`src/rtl/bus_slot_sequencer_if.sv`:
```
// Bus-slot sequencer signal bundle: CPU slot controls in, slot timing strobes out.
// Latency: n/a (wires only).
// Backpressure: none; the slave side is a free-running timing generator.
interface bus_slot_sequencer_if;
  logic [1:0] cpu_div_i;
  logic       cpu_halt_i;
  logic       cpu_we_i;
  logic       ram_en_i;
  logic       io_en_i;
  logic       io_stretch_i;
  logic       cpu_be_o;
  logic       cpu_clock_o;
  logic       bus_valid_o;
  logic       io_valid_o;
  logic       cpu_ram_oe_o;
  logic       cpu_ram_we_o;
  logic       cpu_io_oe_o;
  logic       wb_addr_oe_o;
  logic       wb_ready_o;
  logic       period_start_o;

  modport slave (
    input  cpu_div_i, cpu_halt_i, cpu_we_i, ram_en_i, io_en_i, io_stretch_i,
    output cpu_be_o, cpu_clock_o, bus_valid_o, io_valid_o, cpu_ram_oe_o,
           cpu_ram_we_o, cpu_io_oe_o, wb_addr_oe_o, wb_ready_o, period_start_o
  );

  modport master (
    output cpu_div_i, cpu_halt_i, cpu_we_i, ram_en_i, io_en_i, io_stretch_i,
    input  cpu_be_o, cpu_clock_o, bus_valid_o, io_valid_o, cpu_ram_oe_o,
           cpu_ram_we_o, cpu_io_oe_o, wb_addr_oe_o, wb_ready_o, period_start_o
  );
endinterface

```
`src/rtl/bus_slot_sequencer.sv`:
```
// CPU/Wishbone bus-slot timing generator: free-running period counter, optional CPU slot per period.
// Latency: all outputs registered; a phase at count P is visible while the counter shows P.
// Backpressure: none; optional Phi2 stretch (macro BUS_SLOT_STRETCH_EN) holds the counter instead.
module bus_slot_sequencer #(
  parameter int CNT_WIDTH   = 6,
  parameter int WB_DRAIN    = 6,
  parameter int BE_TO_VALID = 3,
  parameter int VALID_TO_IO = 2,
  parameter int IO_TO_PHI   = 2,
  parameter int PHI_HIGH    = 5,
  parameter int HOLD        = 2,
  parameter int RELEASE     = 3,
  parameter int MAX_STRETCH = 7
) (
  input logic                wb_clock_i,
  input logic                wb_reset_n_i,
  bus_slot_sequencer_if.slave bus
);

  // Absolute phase positions within the period.
  localparam int BE_S  = WB_DRAIN;
  localparam int VAL_S = BE_S + BE_TO_VALID;
  localparam int IO_S  = VAL_S + VALID_TO_IO;
  localparam int PHI_S = IO_S + IO_TO_PHI;
  localparam int PHI_E = PHI_S + PHI_HIGH;
  localparam int BE_E  = PHI_E + HOLD;
  localparam int WB_S  = BE_E + RELEASE;
  localparam int RDY_S = WB_S + 1;
  localparam int CNT_MAX = (2 ** CNT_WIDTH) - 1;

  if (RDY_S >= CNT_MAX || WB_DRAIN < 1 || BE_TO_VALID < 1 || VALID_TO_IO < 1 ||
      IO_TO_PHI < 1 || PHI_HIGH < 1 || HOLD < 1 || RELEASE < 1 || MAX_STRETCH < 0) begin : g_bad_cfg
    $fatal(1, "bus_slot_sequencer: slot phases do not fit in the period or an offset is < 1");
  end

  // Outputs are registered, so each phase acts on the edge that moves the counter onto it.
  localparam logic [CNT_WIDTH-1:0] E_BE   = CNT_WIDTH'(BE_S - 1);
  localparam logic [CNT_WIDTH-1:0] E_VAL  = CNT_WIDTH'(VAL_S - 1);
  localparam logic [CNT_WIDTH-1:0] E_IO   = CNT_WIDTH'(IO_S - 1);
  localparam logic [CNT_WIDTH-1:0] E_PHS  = CNT_WIDTH'(PHI_S - 1);
  localparam logic [CNT_WIDTH-1:0] E_PHE  = CNT_WIDTH'(PHI_E - 1);
  localparam logic [CNT_WIDTH-1:0] E_BEE  = CNT_WIDTH'(BE_E - 1);
  localparam logic [CNT_WIDTH-1:0] E_WBS  = CNT_WIDTH'(WB_S - 1);
  localparam logic [CNT_WIDTH-1:0] E_RDY  = CNT_WIDTH'(RDY_S - 1);
  localparam logic [CNT_WIDTH-1:0] E_WRAP = '1;

  logic [CNT_WIDTH-1:0] cnt_q;
  logic [2:0]           period_idx_q;
  logic                 slot_act_q;
  logic                 primed_q;
  logic [2:0]           div_mask;
  logic                 at_wrap;
  logic                 decide;
  logic                 slot_next;
  logic                 slot_eff;
  logic                 hold;

  logic be_q, phi_q, valid_q, io_valid_q, ram_oe_q, ram_we_q, io_oe_q;
  logic addr_oe_q, ready_q, pstart_q;

  // The period right after reset starts at count 0 without a wrap edge, so its
  // slot decision is taken on the first edge out of count 0 instead.
  assign div_mask  = 3'((4'd1 << bus.cpu_div_i) - 4'd1);
  assign at_wrap   = (cnt_q == E_WRAP);
  assign decide    = at_wrap || (!primed_q && cnt_q == '0);
  assign slot_next = !bus.cpu_halt_i && ((period_idx_q & div_mask) == 3'd0);
  assign slot_eff  = decide ? slot_next : slot_act_q;

`ifdef BUS_SLOT_STRETCH_EN
  localparam int SW = (MAX_STRETCH > 0) ? $clog2(MAX_STRETCH + 1) : 1;
  logic [SW-1:0] stretch_cnt_q;

  assign hold = slot_act_q && (cnt_q == E_PHE) && bus.io_stretch_i &&
                (stretch_cnt_q < SW'(MAX_STRETCH));

  // Count held Phi2 cycles in this slot; cleared once BE is released.
  always_ff @(posedge wb_clock_i or negedge wb_reset_n_i) begin
    if (!wb_reset_n_i) begin
      stretch_cnt_q <= '0;
    end else if (hold) begin
      stretch_cnt_q <= stretch_cnt_q + SW'(1);
    end else if (slot_act_q && cnt_q == E_BEE) begin
      stretch_cnt_q <= '0;
    end
  end
`else
  logic unused_stretch;
  assign hold           = 1'b0;
  assign unused_stretch = bus.io_stretch_i;
`endif

  // Period counter; wraps naturally and freezes while Phi2 is being stretched.
  always_ff @(posedge wb_clock_i or negedge wb_reset_n_i) begin
    if (!wb_reset_n_i) begin
      cnt_q <= '0;
    end else if (!hold) begin
      cnt_q <= cnt_q + CNT_WIDTH'(1);
    end
  end

  // Per-period slot decision: div/halt only take effect at a period boundary.
  always_ff @(posedge wb_clock_i or negedge wb_reset_n_i) begin
    if (!wb_reset_n_i) begin
      slot_act_q   <= 1'b0;
      period_idx_q <= 3'd0;
      primed_q     <= 1'b0;
    end else if (decide) begin
      slot_act_q   <= slot_next;
      period_idx_q <= period_idx_q + 3'd1;
      primed_q     <= 1'b1;
    end
  end

  // Slot phase strobes; Wishbone keeps its grant through skipped periods.
  always_ff @(posedge wb_clock_i or negedge wb_reset_n_i) begin
    if (!wb_reset_n_i) begin
      be_q       <= 1'b0;
      phi_q      <= 1'b0;
      valid_q    <= 1'b0;
      io_valid_q <= 1'b0;
      ram_oe_q   <= 1'b0;
      ram_we_q   <= 1'b0;
      io_oe_q    <= 1'b0;
      addr_oe_q  <= 1'b0;
      ready_q    <= 1'b0;
      pstart_q   <= 1'b0;
    end else begin
      pstart_q <= at_wrap;
      if (at_wrap && slot_next) begin
        ready_q <= 1'b0;
      end
      if (slot_eff) begin
        if (cnt_q == E_BE) begin
          be_q      <= 1'b1;
          addr_oe_q <= 1'b0;
        end
        if (cnt_q == E_VAL) begin
          valid_q  <= 1'b1;
          ram_oe_q <= bus.ram_en_i & ~bus.cpu_we_i;
          io_oe_q  <= bus.io_en_i;
        end
        if (cnt_q == E_IO) begin
          io_valid_q <= 1'b1;
        end
        if (cnt_q == E_PHS) begin
          phi_q    <= 1'b1;
          // A late flip of cpu_we_i must never open both RAM strobes at once.
          ram_we_q <= bus.ram_en_i & bus.cpu_we_i & ~ram_oe_q;
        end
        if (cnt_q == E_PHE && !hold) begin
          phi_q    <= 1'b0;
          ram_we_q <= 1'b0;
        end
        if (cnt_q == E_BEE) begin
          be_q       <= 1'b0;
          valid_q    <= 1'b0;
          io_valid_q <= 1'b0;
          ram_oe_q   <= 1'b0;
          io_oe_q    <= 1'b0;
        end
        if (cnt_q == E_WBS) begin
          addr_oe_q <= 1'b1;
        end
        if (cnt_q == E_RDY) begin
          ready_q <= 1'b1;
        end
      end
    end
  end

  assign bus.cpu_be_o       = be_q;
  assign bus.cpu_clock_o    = phi_q;
  assign bus.bus_valid_o    = valid_q;
  assign bus.io_valid_o     = io_valid_q;
  assign bus.cpu_ram_oe_o   = ram_oe_q;
  assign bus.cpu_ram_we_o   = ram_we_q;
  assign bus.cpu_io_oe_o    = io_oe_q;
  assign bus.wb_addr_oe_o   = addr_oe_q;
  assign bus.wb_ready_o     = ready_q;
  assign bus.period_start_o = pstart_q;

endmodule
```
`src/flat_wrapper.sv`:
```
// flat-port wrapper written by rule: the top's interface ports become plain ports
module bus_slot_sequencer_flat 
#(
  parameter int CNT_WIDTH   = 6,
  parameter int WB_DRAIN    = 6,
  parameter int BE_TO_VALID = 3,
  parameter int VALID_TO_IO = 2,
  parameter int IO_TO_PHI   = 2,
  parameter int PHI_HIGH    = 5,
  parameter int HOLD        = 2,
  parameter int RELEASE     = 3,
  parameter int MAX_STRETCH = 7
)
  (wb_clock_i, wb_reset_n_i, bus_cpu_div_i, bus_cpu_halt_i, bus_cpu_we_i, bus_ram_en_i, bus_io_en_i, bus_io_stretch_i, bus_cpu_be_o, bus_cpu_clock_o, bus_bus_valid_o, bus_io_valid_o, bus_cpu_ram_oe_o, bus_cpu_ram_we_o, bus_cpu_io_oe_o, bus_wb_addr_oe_o, bus_wb_ready_o, bus_period_start_o);
  bus_slot_sequencer_if bus_i ();
  input logic wb_clock_i;
  input logic wb_reset_n_i;
  input wire logic [$bits(bus_i.cpu_div_i)-1:0] bus_cpu_div_i;
  input wire logic [$bits(bus_i.cpu_halt_i)-1:0] bus_cpu_halt_i;
  input wire logic [$bits(bus_i.cpu_we_i)-1:0] bus_cpu_we_i;
  input wire logic [$bits(bus_i.ram_en_i)-1:0] bus_ram_en_i;
  input wire logic [$bits(bus_i.io_en_i)-1:0] bus_io_en_i;
  input wire logic [$bits(bus_i.io_stretch_i)-1:0] bus_io_stretch_i;
  output wire logic [$bits(bus_i.cpu_be_o)-1:0] bus_cpu_be_o;
  output wire logic [$bits(bus_i.cpu_clock_o)-1:0] bus_cpu_clock_o;
  output wire logic [$bits(bus_i.bus_valid_o)-1:0] bus_bus_valid_o;
  output wire logic [$bits(bus_i.io_valid_o)-1:0] bus_io_valid_o;
  output wire logic [$bits(bus_i.cpu_ram_oe_o)-1:0] bus_cpu_ram_oe_o;
  output wire logic [$bits(bus_i.cpu_ram_we_o)-1:0] bus_cpu_ram_we_o;
  output wire logic [$bits(bus_i.cpu_io_oe_o)-1:0] bus_cpu_io_oe_o;
  output wire logic [$bits(bus_i.wb_addr_oe_o)-1:0] bus_wb_addr_oe_o;
  output wire logic [$bits(bus_i.wb_ready_o)-1:0] bus_wb_ready_o;
  output wire logic [$bits(bus_i.period_start_o)-1:0] bus_period_start_o;
  assign bus_i.cpu_div_i = bus_cpu_div_i;
  assign bus_i.cpu_halt_i = bus_cpu_halt_i;
  assign bus_i.cpu_we_i = bus_cpu_we_i;
  assign bus_i.ram_en_i = bus_ram_en_i;
  assign bus_i.io_en_i = bus_io_en_i;
  assign bus_i.io_stretch_i = bus_io_stretch_i;
  assign bus_cpu_be_o = bus_i.cpu_be_o;
  assign bus_cpu_clock_o = bus_i.cpu_clock_o;
  assign bus_bus_valid_o = bus_i.bus_valid_o;
  assign bus_io_valid_o = bus_i.io_valid_o;
  assign bus_cpu_ram_oe_o = bus_i.cpu_ram_oe_o;
  assign bus_cpu_ram_we_o = bus_i.cpu_ram_we_o;
  assign bus_cpu_io_oe_o = bus_i.cpu_io_oe_o;
  assign bus_wb_addr_oe_o = bus_i.wb_addr_oe_o;
  assign bus_wb_ready_o = bus_i.wb_ready_o;
  assign bus_period_start_o = bus_i.period_start_o;
  bus_slot_sequencer #(.CNT_WIDTH(CNT_WIDTH), .WB_DRAIN(WB_DRAIN), .BE_TO_VALID(BE_TO_VALID), .VALID_TO_IO(VALID_TO_IO), .IO_TO_PHI(IO_TO_PHI), .PHI_HIGH(PHI_HIGH), .HOLD(HOLD), .RELEASE(RELEASE), .MAX_STRETCH(MAX_STRETCH)) u_core (.wb_clock_i(wb_clock_i), .wb_reset_n_i(wb_reset_n_i), .bus(bus_i));
endmodule
```
`config.mk`:
```
export PLATFORM = sky130hd
export DESIGN_NAME = bus_slot_sequencer_flat
export DESIGN_NICKNAME = d
export VERILOG_FILES = /design/src/rtl/bus_slot_sequencer_if.sv /design/src/rtl/bus_slot_sequencer.sv /design/src/flat_wrapper.sv
export SDC_FILE = /design/constraint.sdc
export NUM_CORES = 1
export LEC_CHECK = 0
export ABC_AREA = 1
export BUFFER_PORTS_ARGS = -buffer_cell sky130_fd_sc_hd__buf_4
export CORE_MARGIN = 2
export CORE_UTILIZATION = 49
export DETAILED_ROUTE_END_ITERATION = 12
export PLACE_DENSITY_LB_ADDON = 0.25
export SYNTH_ARGS = -nofsm -noshare
export SYNTH_HDL_FRONTEND = slang
export SYNTH_SLANG_ARGS = --single-unit
```
`constraint.sdc`:
```
create_clock -name wb_clock_i -period 1.55 [get_ports wb_clock_i]
set_clock_uncertainty 0.05 [all_clocks]
set_input_delay 0.31 -clock wb_clock_i [delete_from_list [all_inputs] [get_ports wb_clock_i]]
set_output_delay 0.31 -clock wb_clock_i [all_outputs]
set_load 0.02 [all_outputs]
```
After elaboration in Yosys (flattened, before gate mapping)
Index checks and enable logic that the tools add are counted.
{ "word_totals": {"word_cells": 71, "reg_bits": 21, "output_inout_bits": 10} }
{ "op_classes": {"n_bitwise": 6, "shifts": 1, "mux": 20, "reduce_logical": 18, "n_eq_ne": 9, "add_sub_neg": 3} }
{ "op_table": {"columns": ["cell", "n"], "rows": [
  ["$eq A6 B5 Y1 const B", 4],
  ["$mux W1", 20],
  ["$eq A6 B4 Y1 const B", 3],
  ["$reduce_and A2 Y1", 5],
  ["$reduce_bool A2 Y1", 5],
  ["$add A6 B1 Y6 const B", 1],
  ["$eq A6 B3 Y1 const B", 1],
  ["$eq A6 B6 Y1 const B", 1],
  ["$logic_not A6 Y1", 1],
  ["$add A3 B1 Y3 const B", 1],
  ["$and A1 B1 Y1", 3],
  ["$and A3 B3 Y3", 1],
  ["$logic_and A1 B1 Y1", 3],
  ["$logic_not A3 Y1", 1],
  ["$shl A1 B2 Y3 const A", 1],
  ["$sub A3 B1 Y3 const B", 1],
  ["$logic_not A1 Y1", 2],
  ["$not A1 Y1", 2],
  ["$logic_or A1 B1 Y1", 1]
]} }

Longest topological paths before layout
Gate-level depths: netlist of run 1.
{ "logic_depth": {"word_depth": 9, "ltp_mapped": 11, "ltp_nobuf": 10} }

Worst setup path after synthesis of run 1
No wires, ideal clock.
{ "synth_timing": {"path_type": "flip-flop to flip-flop", "from": "register u_core.cnt_q[0]", "to": "register u_core.slot_act_q", "stages_incl_launch_ff": 8, "arrival_ns": 1.329, "n_path_buf": 1, "required_time_ns": 1.383, "setup_slack_ns": 0.055, "path_cell_list": "dfrtp_1 > ha_1 > nand3_2 > clkinv_1 > nand2_4 > nand3_2 > buf_6 > and2_4"} }
{ "synth_via": {"elab_chain_len": 4, "elab_cells_between_ends": 5, "classes_between": "eq/ne (1); mux (1); reduce/logical (3)"} }
{ "synth_lines": {"columns": ["item", "line", "rtl"], "rows": [
  ["start, declared", "bus_slot_sequencer.sv:47", "logic [CNT_WIDTH-1:0] cnt_q;"],
  ["start signal, assigned", "bus_slot_sequencer.sv:97", "cnt_q <= cnt_q + CNT_WIDTH'(1);"],
  ["$logic_not A6 Y1", "bus_slot_sequencer.sv:65", "assign decide = at_wrap || (!primed_q && cnt_q == '0);"],
  ["$logic_and A1 B1 Y1", "bus_slot_sequencer.sv:65", null],
  ["$logic_or A1 B1 Y1 (*)", "bus_slot_sequencer.sv:65", null],
  ["$mux W1 (*)", null, null],
  ["named net u_core.slot_eff", "bus_slot_sequencer.sv:55", "logic slot_eff;"],
  ["end signal, assigned", "bus_slot_sequencer.sv:108", "slot_act_q <= slot_next;"],
  ["end, declared", "bus_slot_sequencer.sv:49", "logic slot_act_q;"]
]} }
The timed path passes the listed nets; every way through them passes the cells marked *.
A chain may end at the register's enable or synchronous reset.

Final worst setup path of run 1
{ "layout_timing": {"from": "register u_core.cnt_q[1]", "to": "register u_core.io_valid_q, in the netlist u_core.bus.io_valid_o"} }
{ "layout_via": {"elab_chain_len": 5, "elab_cells_between_ends": 10, "classes_between": "eq/ne (3); mux (2); reduce/logical (5)"} }
{ "layout_lines": {"columns": ["item", "line", "rtl"], "rows": [
  ["$logic_not A6 Y1", "bus_slot_sequencer.sv:65", null],
  ["$logic_and A1 B1 Y1", "bus_slot_sequencer.sv:65", null],
  ["$logic_or A1 B1 Y1", "bus_slot_sequencer.sv:65", null],
  ["$mux W1", "bus_slot_sequencer.sv:67", "assign slot_eff = decide ? slot_next : slot_act_q;"],
  ["$reduce_and A2 Y1 (no source line)", null, null],
  ["end signal, assigned", "bus_slot_sequencer.sv:120", "io_valid_q <= 1'b0;"],
  ["end signal, assigned", "bus_slot_sequencer.sv:143", "io_valid_q <= 1'b1;"],
  ["end signal, assigned", "bus_slot_sequencer.sv:157", "io_valid_q <= 1'b0;"],
  ["end, declared", "bus_slot_sequencer.sv:58", "logic be_q, phi_q, valid_q, io_valid_q, ram_oe_q, ram_we_q, io_oe_q;"]
]} }
Parallel ways exist; a longest one is shown, timed or not.

==> run_summary.xml, run 1 <==
<?xml version="1.0" encoding="UTF-8"?>
<metrics>
  <group name="power">
    <metric name="p_leak" unit="nW">0.820</metric>
    <metric name="clockPowerShare" unit="%">29.1</metric>
    <metric name="powerDensity" unit="nW/um2">601</metric>
    <metric name="total_power" unit="W">0.000928</metric>
    <metric name="vdd_ir_drop_max" unit="mV">0.651</metric>
    <metric name="pwr-share-seq" unit="%">61.0</metric>
    <metric name="power.share.combinational" unit="%">9.9</metric>
    <metric name="intPower" unit="W">0.000693</metric>
    <metric name="p_switching" unit="W">0.000235</metric>
    <metric name="sw_frac_of_total" unit="%">25.3</metric>
  </group>
  <group name="placed_design">
    <metric name="detailed_place_hpwl" unit="um">1660</metric>
    <metric name="placed_cells_incl_taps" unit="">184</metric>
    <metric name="place.gp.congestion" unit="">0.800</metric>
    <metric name="placed_cell_area" unit="um2">1370</metric>
    <metric name="io_buffers" unit="">17</metric>
  </group>
  <group name="timing">
    <metric name="fin_setup_tns" unit="ns">0</metric>
    <metric name="slew_of_the_pin_with_the_lowest_slew_margin" unit="ns">0.336</metric>
    <metric name="post-route-min-period" unit="ns">1.49</metric>
    <metric name="fmax" unit="MHz">671</metric>
    <metric name="final-hold-violation-count" unit="">0</metric>
    <metric name="timing.hold.ws" unit="ns">0.286</metric>
    <metric name="setup_violation_total_in_the_final_timing_report" unit="">0</metric>
    <metric name="post_route_fraction_of_the_period_consumed_by_the_critical_path" unit="%">96.1</metric>
    <metric name="maxSlewHeadroom" unit="%">77.6</metric>
    <metric name="final-max-slew-violation-count" unit="">0</metric>
  </group>
  <group name="min_path">
    <metric name="hold_path_startpoint" unit="">bus_io_en_i</metric>
    <metric name="worstHoldPathCells" unit="">5</metric>
    <metric name="end_point_of_the_most_critical_hold_path" unit="">u_core.bus.cpu_io_oe_o</metric>
    <metric name="min-delay-path-class" unit="">in -&gt; reg</metric>
  </group>
  <group name="clocking">
    <metric name="cts_tree" unit="">built</metric>
    <metric name="cts.sink_count" unit="">21</metric>
    <metric name="cts.path.max_buffers" unit="">2</metric>
    <metric name="cts_inserted_buffers" unit="">3</metric>
    <metric name="htree_levels" unit="">1</metric>
    <metric name="clkLatencyLatePin" unit="ns">0.31</metric>
    <metric name="clk_pin_slew_worst_paths" unit="ns">0.12</metric>
    <metric name="clock_tree.root_cell" unit="">clkbuf_4</metric>
  </group>
  <group name="setup_path">
    <metric name="cp.buffers_inverters" unit="">1</metric>
    <metric name="crit_path_end_kind" unit="">register</metric>
    <metric name="worst-endpoint-required" unit="ns">1.71</metric>
    <metric name="worst-endpoint-arrival" unit="ns">1.65</metric>
    <metric name="critical_path.cell_chain" unit="">ha_2 -&gt; nand3_2 -&gt; inv_2 -&gt; nand2_4 -&gt; nand3_4 -&gt; nand3_2 -&gt; nand2_1 -&gt; nand2_1</metric>
    <metric name="cp_slowest_stage_delay" unit="ns">0.43</metric>
    <metric name="r2r_cells" unit="">8</metric>
    <metric name="rrSetupSlack" unit="ns">0.06</metric>
    <metric name="capture_instance_of_the_worst_register_to_register_path" unit="">u_core.bus.io_valid_o</metric>
    <metric name="critical_path_class" unit="">reg -&gt; reg</metric>
    <metric name="critical_path.slowest_cell" unit="">dfrtp_1</metric>
    <metric name="regToRegStartpoint" unit="">u_core.cnt_q[1]</metric>
    <metric name="crit_family" unit="">simple AND/OR/NAND/NOR gates</metric>
    <metric name="worst_setup_path_start_kind" unit="">register</metric>
    <metric name="timing.critical_path.fanout_max" unit="">7</metric>
  </group>
  <group name="cells_and_area">
    <metric name="fill_cells" unit="">182</metric>
    <metric name="final_design_area_no_fill" unit="um2">1540</metric>
    <metric name="multi_input_area" unit="um2">646</metric>
    <metric name="flow.area_growth_from_synthesis" unit="%">32.0</metric>
    <metric name="n_antenna_cell" unit="">0</metric>
    <metric name="leading_cell_type_in_the_layout_fill_and_taps_excluded" unit="">nand2_1</metric>
    <metric name="most-common-layout-cells" unit="">nand2_1 (35), buf_4 (31), dfrtp_1 (21)</metric>
    <metric name="drive_gt1_share" unit="%">40.1</metric>
    <metric name="final_nets" unit="">182</metric>
    <metric name="layoutNonFillerInstCount" unit="">195</metric>
    <metric name="seq_area" unit="um2">526</metric>
  </group>
  <group name="detailed_routing">
    <metric name="route.vias.total" unit="">1012</metric>
    <metric name="drt-initial-drc-count" unit="">28</metric>
    <metric name="avgRoutedWirePerCell" unit="um">13.6</metric>
    <metric name="vias_per_cell" unit="">5.19</metric>
    <metric name="remaining_drc_errors" unit="">0</metric>
    <metric name="drt.antenna.violating_nets" unit="">0</metric>
    <metric name="detail_route.first_pass.iterations" unit="">4</metric>
    <metric name="wirelength" unit="um">2660</metric>
  </group>
  <group name="synthesis">
    <metric name="yosys.area_share.xor_xnor" unit="%">3.74</metric>
    <metric name="post_synth_main_area_contributors" unit="">dfrtp_1 (45%), nand2_1 (12%), ha_1 (5.3%)</metric>
    <metric name="mappedNetlistNets" unit="">146</metric>
    <metric name="synth_top_cell_by_area" unit="">dfrtp_1</metric>
    <metric name="synth_area_per_cell" unit="um2">8.86</metric>
    <metric name="dominant_combinational_cell_family_by_area_after_synthesis" unit="">simple AND/OR/NAND/NOR gates</metric>
    <metric name="synth.cell_area" unit="um2">1170</metric>
    <metric name="synthSimpleGateAreaFrac" unit="%">34.1</metric>
    <metric name="synth_seq_area_share" unit="%">44.9</metric>
    <metric name="ys_ff_latch" unit="">21</metric>
    <metric name="multiplexer_share_of_the_synthesized_area" unit="%">0</metric>
    <metric name="ys.warnings.count" unit="">0</metric>
    <metric name="postSynthCellCount" unit="">132</metric>
    <metric name="synth_fa_ha_area_share" unit="%">5.35</metric>
    <metric name="post-synth-top-area-fraction" unit="%">44.9</metric>
    <metric name="synth.lib_cells_used.distinct" unit="">22</metric>
    <metric name="synth-compound-area-share" unit="%">2.46</metric>
  </group>
  <group name="run_status">
    <metric name="result_of_the_run" unit="">finished clean</metric>
  </group>
  <group name="die">
    <metric name="die-area" unit="um2">2790</metric>
    <metric name="rows" unit="">17</metric>
    <metric name="ioPinCount" unit="">19</metric>
    <metric name="die_w" unit="um">52.9</metric>
    <metric name="initial_utilization" unit="%">52.4</metric>
    <metric name="die_y" unit="um">52.9</metric>
    <metric name="core_region_area" unit="um2">2230</metric>
  </group>
  <group name="grt">
    <metric name="global_route.usage.total" unit="%">18.6</metric>
    <metric name="grt_max_degree" unit="">22</metric>
    <metric name="first_global_vias" unit="">895</metric>
    <metric name="grt_pass1_wl" unit="um">3730</metric>
    <metric name="grt_antenna_before_repair" unit="">0</metric>
    <metric name="grt_overflow_total" unit="">0</metric>
  </group>
  <group name="run">
    <metric name="cap_violations" unit="">0</metric>
  </group>
</metrics>
-- cells by family (layout without fill, tap and decap cells) --
logic type / count (synthesis) / count (layout)
AOI/OAI and AO/OA: 5 / 5
xor gates and xnor gates: 5 / 5
adders and majority gates: 5 / 5
buffers and inverters: 21 / 54
DFF: 21 / 21
and+or+nand+nor: 75 / 77
-- cells in the mapped netlist, drive strengths merged --
| library cell | n |
|---|---|
| and2 | 2 |
| buf | 3 |
| clkinv | 1 |
| dfrtp | 21 |
| ha | 5 |
| inv | 17 |
| nand2 | 41 |
| nand3 | 12 |
| nand4 | 9 |
| nor2 | 10 |
| o21ai | 5 |
| or2 | 1 |
| xnor2 | 1 |
| xor2 | 4 |
-- area by class of cell --
cell class | instances | area share, %
clock inverters | 1 | 0.324
multi-input cells | 92 | 41.8
inverters | 18 | 4.38
repair buffers | 32 | 15.7
flip-flops and latches | 21 | 34.0
well taps | 28 | 2.27
clock buffers | 3 | 1.46
-- through the flow --
step	setup WS (ns)	util, %
floorplan	0.0547	-
global placement	-0.0267	61.1
detailed placement	-0.108	61.1
CTS	0.00878	63.6
global route	-0.00967	69.1
finish	0.0605	69.1
-- metal layers --
layer  GRT usage [%]  routed length (um)
met5               0                   0
met4            8.12                  75
met3            2.54                 132
met2            31.9                1370
met1            23.2                1080
-- timing repair --
item,in CTS,in global routing
pin swaps,0,5
buffers inserted,0,4
setup endpoints to repair,10,11
resized for setup,3,19
hold buffers,1,0
endpoints found under the hold margin,21,0
cloned,0,2
-- state kept, by name (all words and copies together) (netlist names) --
signal                     cells
u_core.bus.bus_valid_o         1
u_core.bus.cpu_be_o            1
u_core.bus.cpu_clock_o         1
u_core.bus.cpu_io_oe_o         1
u_core.bus.cpu_ram_oe_o        1
u_core.bus.cpu_ram_we_o        1
u_core.bus.io_valid_o          1
u_core.bus.period_start_o      1
u_core.bus.wb_addr_oe_o        1
u_core.bus.wb_ready_o          1
u_core.cnt_q                   6
u_core.period_idx_q            3
u_core.primed_q                1
u_core.slot_act_q              1
-- how the worst max path moves through the flow --
stage	depth (start not counted)	from	end
global route	8	u_core.cnt_q[1]	u_core.bus.io_valid_o
CTS	10	u_core.cnt_q[1]	u_core.bus.cpu_ram_oe_o
finish	8	u_core.cnt_q[1]	u_core.bus.io_valid_o
floorplan	7	u_core.cnt_q[0]	u_core.slot_act_q
global placement	8	u_core.cnt_q[1]	u_core.bus.cpu_ram_oe_o
detailed placement	8	u_core.cnt_q[0]	u_core.bus.cpu_ram_oe_o
-- worst reg2reg max path, stage by stage, from the launching register on --
cell	delay, ns
dfrtp_1	0.43
ha_2	0.22
nand3_2	0.08
inv_2	0.08
nand2_4	0.10
nand3_4	0.18
nand3_2	0.11
nand2_1	0.08
nand2_1	0.07
-- power by group through the flow --
stage / Sequential [W] / Combinational (W) / Clock, W
2_1_floorplan: 0.000588 / 0.0000258 / 0
3_3_place_gp: 0.000576 / 0.0000804 / 0
3_5_place_dp: 0.000576 / 0.0000828 / 0
4_1_cts: 0.000566 / 0.0000867 / 0.000272
5_1_grt: 0.000567 / 0.000101 / 0.000297
6_report: 0.000566 / 0.0000922 / 0.000270
(Power assumes the default switching activity.)
==> run 2, diff against run 1 <==
--- a/config.mk
+++ b/config.mk
@@ -10,3 +10,3 @@
 export CORE_MARGIN = 2
-export CORE_UTILIZATION = 49
+export CORE_UTILIZATION = 54
 export DETAILED_ROUTE_END_ITERATION = 12
==> constraint.sdc (replaced) <==
create_clock -name wb_clock_i -period 1.6 [get_ports wb_clock_i]
set_clock_uncertainty 0.05 [all_clocks]
set_input_delay 0.32 -clock wb_clock_i [delete_from_list [all_inputs] [get_ports wb_clock_i]]
set_output_delay 0.32 -clock wb_clock_i [all_outputs]
set_load 0.05 [all_outputs]
==> run 2 against run 1 <==
Setup slack improved by 0.019 ns. Critical path depth rose by 2. Count of clock-buffer cells in the layout rose by 1. Non-clock buffer count fell by 7. Critical endpoint is now u_core.bus.wb_addr_oe_o. Largest cell class unchanged. Largest power group unchanged.
==> run_summary.xml, run 2 (synthesis gave the netlist of run 1 again) <==
<?xml version="1.0" encoding="UTF-8"?>
<metrics>
  <group name="setup_path">
    <metric name="cp_slowest_stage_delay" unit="ns">0.43</metric>
    <metric name="critical_path.most_common_cell" unit="">nand2_8</metric>
    <metric name="critical_path_class" unit="">reg -&gt; reg</metric>
    <metric name="worst_setup_path_start_kind" unit="">register</metric>
    <metric name="worst-endpoint-arrival" unit="ns">1.67</metric>
    <metric name="regToRegStartpoint" unit="">u_core.cnt_q[1]</metric>
    <metric name="startpoint" unit="">u_core.cnt_q[1]</metric>
    <metric name="worst-endpoint-required" unit="ns">1.75</metric>
    <metric name="crit_family" unit="">simple AND/OR/NAND/NOR gates</metric>
    <metric name="timing.critical_path.fanout_max" unit="">7</metric>
    <metric name="critical_path.slowest_cell" unit="">dfrtp_1</metric>
    <metric name="critical_path.cell_chain" unit="">inv_1 -&gt; ha_1 -&gt; nand2_2 -&gt; inv_2 -&gt; nand2_4 -&gt; nand2_8 -&gt; nand2_8 -&gt; buf_4 -&gt; nand4_1 -&gt; nand2_1</metric>
    <metric name="cp.buffers_inverters" unit="">3</metric>
    <metric name="crit_path_end_kind" unit="">register</metric>
  </group>
  <group name="cells_and_area">
    <metric name="drive_gt1_share" unit="%">31.4</metric>
    <metric name="most-common-layout-cells" unit="">nand2_1 (35), buf_4 (24), dfrtp_1 (21)</metric>
    <metric name="reg_top3" unit="">u_core.cnt_q: 6 flops, u_core.period_idx_q: 3 flops</metric>
    <metric name="leading_cell_type_in_the_layout_fill_and_taps_excluded" unit="">nand2_1</metric>
    <metric name="flow.area_growth_from_synthesis" unit="%">21.5</metric>
    <metric name="regMostFlops" unit="">u_core.cnt_q</metric>
    <metric name="largest_register_ff_count" unit="">6</metric>
    <metric name="fill_cells" unit="">158</metric>
    <metric name="finalCoreUtilization" unit="%">71.0</metric>
    <metric name="final_nets" unit="">174</metric>
    <metric name="n_antenna_cell" unit="">0</metric>
  </group>
  <group name="detailed_routing">
    <metric name="wirelength" unit="um">2130</metric>
    <metric name="detail_route.first_pass.iterations" unit="">5</metric>
    <metric name="met1_length" unit="um">1020</metric>
    <metric name="remaining_drc_errors" unit="">0</metric>
    <metric name="drt.antenna.violating_nets" unit="">0</metric>
    <metric name="drt-initial-drc-count" unit="">23</metric>
    <metric name="vias_per_cell" unit="">4.84</metric>
    <metric name="avgRoutedWirePerCell" unit="um">11.5</metric>
    <metric name="route.vias.total" unit="">900</metric>
    <metric name="met2RoutedLength" unit="um">1030</metric>
    <metric name="route.top_layer_used" unit="">met4</metric>
    <metric name="detailroute.wirelength.met3" unit="um">58</metric>
  </group>
  <group name="die">
    <metric name="ioPinCount" unit="">19</metric>
    <metric name="core_region_area" unit="um2">2000</metric>
    <metric name="initial_utilization" unit="%">58.4</metric>
    <metric name="die-area" unit="um2">2550</metric>
    <metric name="die_w" unit="um">50.5</metric>
    <metric name="die_y" unit="um">50.5</metric>
    <metric name="rows" unit="">16</metric>
  </group>
  <group name="placed_design">
    <metric name="dp_slack" unit="ns">0.0154</metric>
    <metric name="place.gp.congestion" unit="">0.839</metric>
    <metric name="detailed_place_hpwl" unit="um">1480</metric>
    <metric name="io_buffers" unit="">17</metric>
  </group>
  <group name="grt">
    <metric name="global_route.usage.total" unit="%">18.1</metric>
    <metric name="grt_pass1_wl" unit="um">3510</metric>
    <metric name="first_global_vias" unit="">855</metric>
    <metric name="grt_antenna_before_repair" unit="">0</metric>
    <metric name="grt_overflow_total" unit="">0</metric>
    <metric name="grt_max_degree" unit="">22</metric>
  </group>
  <group name="timing">
    <metric name="slew_of_the_pin_with_the_lowest_slew_margin" unit="ns">0.315</metric>
    <metric name="final-hold-violation-count" unit="">0</metric>
    <metric name="post-route-min-period" unit="ns">1.52</metric>
    <metric name="maxSlewHeadroom" unit="%">78.8</metric>
    <metric name="final.setup.worst_slack" unit="ns">0.0799</metric>
    <metric name="setup_violation_total_in_the_final_timing_report" unit="">0</metric>
    <metric name="fmax" unit="MHz">658</metric>
    <metric name="post_route_fraction_of_the_period_consumed_by_the_critical_path" unit="%">95.0</metric>
    <metric name="final-max-slew-violation-count" unit="">0</metric>
  </group>
  <group name="power">
    <metric name="vdd_ir_drop_max" unit="mV">0.520</metric>
    <metric name="p_leak" unit="nW">0.754</metric>
    <metric name="powerDensity" unit="nW/um2">643</metric>
    <metric name="total_power" unit="W">0.000914</metric>
  </group>
  <group name="clocking">
    <metric name="cts_inserted_buffers" unit="">3</metric>
    <metric name="clk_pin_slew_worst_paths" unit="ns">0.11</metric>
    <metric name="cts.path.max_buffers" unit="">2</metric>
    <metric name="htree_levels" unit="">1</metric>
    <metric name="clock_tree.root_cell" unit="">clkbuf_4</metric>
    <metric name="clkLatencyLatePin" unit="ns">0.30</metric>
    <metric name="cts.sink_count" unit="">21</metric>
    <metric name="cts_tree" unit="">built</metric>
  </group>
  <group name="min_path">
    <metric name="min-delay-path-class" unit="">in -&gt; reg</metric>
    <metric name="hold_path_startpoint" unit="">bus_io_en_i</metric>
  </group>
  <group name="run">
    <metric name="cap_violations" unit="">0</metric>
  </group>
  <group name="run_status">
    <metric name="result_of_the_run" unit="">finished clean</metric>
  </group>
</metrics>
## run 2: cell types whose count changed in the layout (fill, tap and decap cells not counted), sizes merged
cell,before,now
clkbuf,3,4
nand3,13,12
buf,31,24
clkinv,1,0
## run 2: area by class of cell
class / instances / area, um2 / share of cell area, %
flip-flops and latches: 21 / 526 / 37.0
repair buffers: 25 / 190 / 13.4
well taps: 27 / 33.8 / 2.38
clock buffers: 4 / 26.3 / 1.85
multi-input cells: 91 / 578 / 40.7
inverters: 18 / 67.6 / 4.75
## run 2: repair_timing
action,CTS,global route
endpoints found under the hold margin,21,0
hold buffers,1,0
setup endpoints to repair,3,9
buffers inserted,0,2
resized for setup,1,6
pin swaps,0,2
cloned,0,1
## run 2: metrics by stage
step | std cells | TNS (ns) | hold WS [ns] | cell area (um2)
after global routing | 186 | -0.0550 | 0.305 | 1420
final | 186 | 0 | 0.301 | 1420
after detailed placement | 178 | 0 | 0.168 | 1330
after global placement | 178 | 0 | 0.164 | 1330
after CTS | 183 | 0 | 0.299 | 1370
after floorplan | 132 | 0 | -0.0256 | 1170
## run 2: worst paths after layout
path	end	slack (ns)	depth (start not counted)
max in group asynchronous	u_core.cnt_q[0]	0.92	2
hold reg to reg	u_core.period_idx_q[2]	0.43	1
min in group asynchronous	u_core.period_idx_q[2]	0.36	2
setup reg to reg	u_core.bus.wb_addr_oe_o	0.08	10
setup / recovery	u_core.bus.wb_addr_oe_o	0.08	10
hold / removal	u_core.bus.cpu_io_oe_o	0.30	5
## run 2: power breakdown
part | internal [W] | leakage (nW) | switching (W) | total [W]
Clock | 0.0000972 | 0.0150 | 0.000162 | 0.000259
Combinational | 0.0000364 | 0.483 | 0.0000710 | 0.000107
Sequential | 0.000542 | 0.256 | 0.00000571 | 0.000547
Total | 0.000675 | 0.754 | 0.000239 | 0.000914
## run 2: worst register-to-register path, delay by kind of cell (launching register included)
family	cells	cell delay, ns
and+or+nand+nor	6	0.48
DFF	1	0.43
adders and majority gates	1	0.16
buffers and inverters	3	0.31
## run 2: metal layers
layer  up-vias  GRT usage (%)
li1        474              -
met1       410           24.6
met2        12           28.9
met3         4           2.68
met4         0           7.66
met5         -              0
==> run 3, diff against run 2 <==
RECOVER_POWER = 100   (was not set)
==> run 3 against run 2 <==
Core utilization is 1.4 points lower. Sequential share of layout area is 0.73 points higher. Total power is 0.40% lower. Die area stayed put. Fmax hardly changed. Critical path type unchanged. Critical endpoint unchanged.
==> run_summary.xml, run 3 (synthesis gave the netlist of run 1 again) <==
<?xml version="1.0" encoding="UTF-8"?>
<metrics>
  <group name="cells_and_area">
    <metric name="regMostFlops" unit="">u_core.cnt_q</metric>
    <metric name="layoutNonFillerInstCount" unit="">186</metric>
    <metric name="most-common-layout-cells" unit="">nand2_1 (35), dfrtp_1 (21), inv_1 (13), buf_4 (13), clkbuf_2 (11)</metric>
    <metric name="finalCoreUtilization" unit="%">69.6</metric>
    <metric name="flow.area_growth_from_synthesis" unit="%">19.1</metric>
    <metric name="largest_register_ff_count" unit="">6</metric>
    <metric name="final_nets" unit="">174</metric>
    <metric name="leading_cell_type_in_the_layout_fill_and_taps_excluded" unit="">nand2_1</metric>
    <metric name="n_antenna_cell" unit="">0</metric>
    <metric name="reg_top3" unit="">u_core.cnt_q: 6 flops, u_core.period_idx_q: 3 flops</metric>
    <metric name="drive_gt1_share" unit="%">31.4</metric>
  </group>
  <group name="timing">
    <metric name="final-hold-violation-count" unit="">0</metric>
    <metric name="final.setup.worst_slack" unit="ns">0.0793</metric>
    <metric name="setup_violation_total_in_the_final_timing_report" unit="">0</metric>
    <metric name="fin_setup_tns" unit="ns">0</metric>
    <metric name="post_route_fraction_of_the_period_consumed_by_the_critical_path" unit="%">95.0</metric>
    <metric name="post-route-min-period" unit="ns">1.52</metric>
    <metric name="fmax" unit="MHz">658</metric>
    <metric name="timing.hold.ws" unit="ns">0.294</metric>
    <metric name="maxSlewHeadroom" unit="%">65.2</metric>
    <metric name="final-max-slew-violation-count" unit="">0</metric>
    <metric name="slew_of_the_pin_with_the_lowest_slew_margin" unit="ns">0.522</metric>
  </group>
  <group name="detailed_routing">
    <metric name="drt.antenna.violating_nets" unit="">0</metric>
    <metric name="remaining_drc_errors" unit="">0</metric>
    <metric name="detail_route.first_pass.iterations" unit="">4</metric>
    <metric name="drt-initial-drc-count" unit="">22</metric>
    <metric name="wirelength" unit="um">2140</metric>
    <metric name="vias_per_cell" unit="">4.88</metric>
    <metric name="avgRoutedWirePerCell" unit="um">11.5</metric>
    <metric name="route.vias.total" unit="">908</metric>
  </group>
  <group name="clocking">
    <metric name="clock_tree.root_cell" unit="">clkbuf_4</metric>
    <metric name="cts.path.max_buffers" unit="">2</metric>
    <metric name="clkLatencyLatePin" unit="ns">0.31</metric>
    <metric name="cts_inserted_buffers" unit="">3</metric>
    <metric name="cts_tree" unit="">built</metric>
    <metric name="htree_levels" unit="">1</metric>
    <metric name="clk_pin_slew_worst_paths" unit="ns">0.11</metric>
    <metric name="cts.sink_count" unit="">21</metric>
  </group>
  <group name="die">
    <metric name="ioPinCount" unit="">19</metric>
    <metric name="core_region_area" unit="um2">2000</metric>
    <metric name="die-area" unit="um2">2550</metric>
    <metric name="die_y" unit="um">50.5</metric>
    <metric name="rows" unit="">16</metric>
    <metric name="initial_utilization" unit="%">58.4</metric>
    <metric name="die_w" unit="um">50.5</metric>
  </group>
  <group name="grt">
    <metric name="grt_max_degree" unit="">22</metric>
    <metric name="grt_antenna_before_repair" unit="">0</metric>
    <metric name="first_global_vias" unit="">855</metric>
    <metric name="global_route.usage.total" unit="%">18.1</metric>
    <metric name="grt_pass1_wl" unit="um">3510</metric>
    <metric name="grt_overflow_total" unit="">0</metric>
  </group>
  <group name="placed_design">
    <metric name="place.gp.congestion" unit="">0.839</metric>
    <metric name="dp_slack" unit="ns">0.0154</metric>
    <metric name="detailed_place_hpwl" unit="um">1480</metric>
    <metric name="io_buffers" unit="">17</metric>
    <metric name="placed_cells_incl_taps" unit="">178</metric>
  </group>
  <group name="setup_path">
    <metric name="crit_path_end_kind" unit="">register</metric>
    <metric name="critical_path_class" unit="">reg -&gt; reg</metric>
    <metric name="worst-endpoint-required" unit="ns">1.76</metric>
    <metric name="worst_setup_path_start_kind" unit="">register</metric>
    <metric name="timing.critical_path.fanout_max" unit="">7</metric>
    <metric name="worst-endpoint-arrival" unit="ns">1.68</metric>
  </group>
  <group name="power">
    <metric name="powerDensity" unit="nW/um2">653</metric>
    <metric name="vdd_ir_drop_max" unit="mV">0.522</metric>
    <metric name="p_leak" unit="nW">0.746</metric>
  </group>
  <group name="run_status">
    <metric name="result_of_the_run" unit="">finished clean</metric>
  </group>
  <group name="min_path">
    <metric name="min-delay-path-class" unit="">in -&gt; reg</metric>
  </group>
  <group name="run">
    <metric name="cap_violations" unit="">0</metric>
  </group>
</metrics>
-- run 3: changes by cell type in the layout (fill, tap and decap cells not counted), sizes merged --
| cell | before | now |
|---|---|---|
| buf | 24 | 13 |
| clkbuf | 4 | 15 |
-- run 3: path summary, 6_finish.rpt --
path / slack [ns] / to / depth (start not counted) / startpoint
worst min-delay path: 0.29 / u_core.bus.cpu_io_oe_o / 5 / bus_io_en_i
min in group asynchronous: 0.45 / u_core.period_idx_q[2] / 2 / wb_reset_n_i
worst min register to register: 0.43 / u_core.period_idx_q[2] / 1 / u_core.period_idx_q[2]
worst max-delay path: 0.08 / u_core.bus.wb_addr_oe_o / 10 / u_core.cnt_q[1]
max in group asynchronous: 0.70 / u_core.cnt_q[0] / 2 / wb_reset_n_i
worst max register to register: 0.08 / u_core.bus.wb_addr_oe_o / 10 / u_core.cnt_q[1]
-- run 3: critical path, cell delays in order, from the launching register on --
cell	delay, ns
dfrtp_1	0.43
inv_1	0.09
ha_1	0.16
nand2_2	0.08
inv_2	0.07
nand2_4	0.08
nand2_8	0.11
nand2_8	0.07
buf_4	0.15
nand4_1	0.07
nand2_1	0.06
-- run 3: stage by stage --
stage	power (W)	cell area [um2]
after floorplan	0.000618	1170
after global placement	0.000658	1330
after detailed placement	0.000661	1330
after CTS	0.000919	1370
after global routing	0.000944	1390
final	0.000911	1390
-- run 3: routing by layer --
| layer | global-route usage, % | wire length [um] |
|---|---|---|
| met1 | 24.6 | 1020 |
| met2 | 28.9 | 1040 |
| met3 | 2.68 | 60 |
| met4 | 7.66 | 26 |
| met5 | 0 | 0 |
-- run 3: area by class of cell --
class	instances	area (um2)
clock buffers	4	26.3
fillers	166	608
inverters	18	67.6
multi-input cells	91	578
flip-flops and latches	21	526
well taps	27	33.8
repair buffers	25	163
-- run 3: repair_timing --
action,CTS,global route
gates resized for setup,1,6
endpoints found under the setup margin,3,9
hold buffers,1,0
gates cloned,0,1
buffers inserted,0,2
hold endpoints to repair,21,0
pin swaps,0,2
-- run 3: report_power, final --
group	switching, W	internal (W)
Clock	0.000165	0.0000974
Combinational	0.0000711	0.0000293
Sequential	0.00000559	0.000542
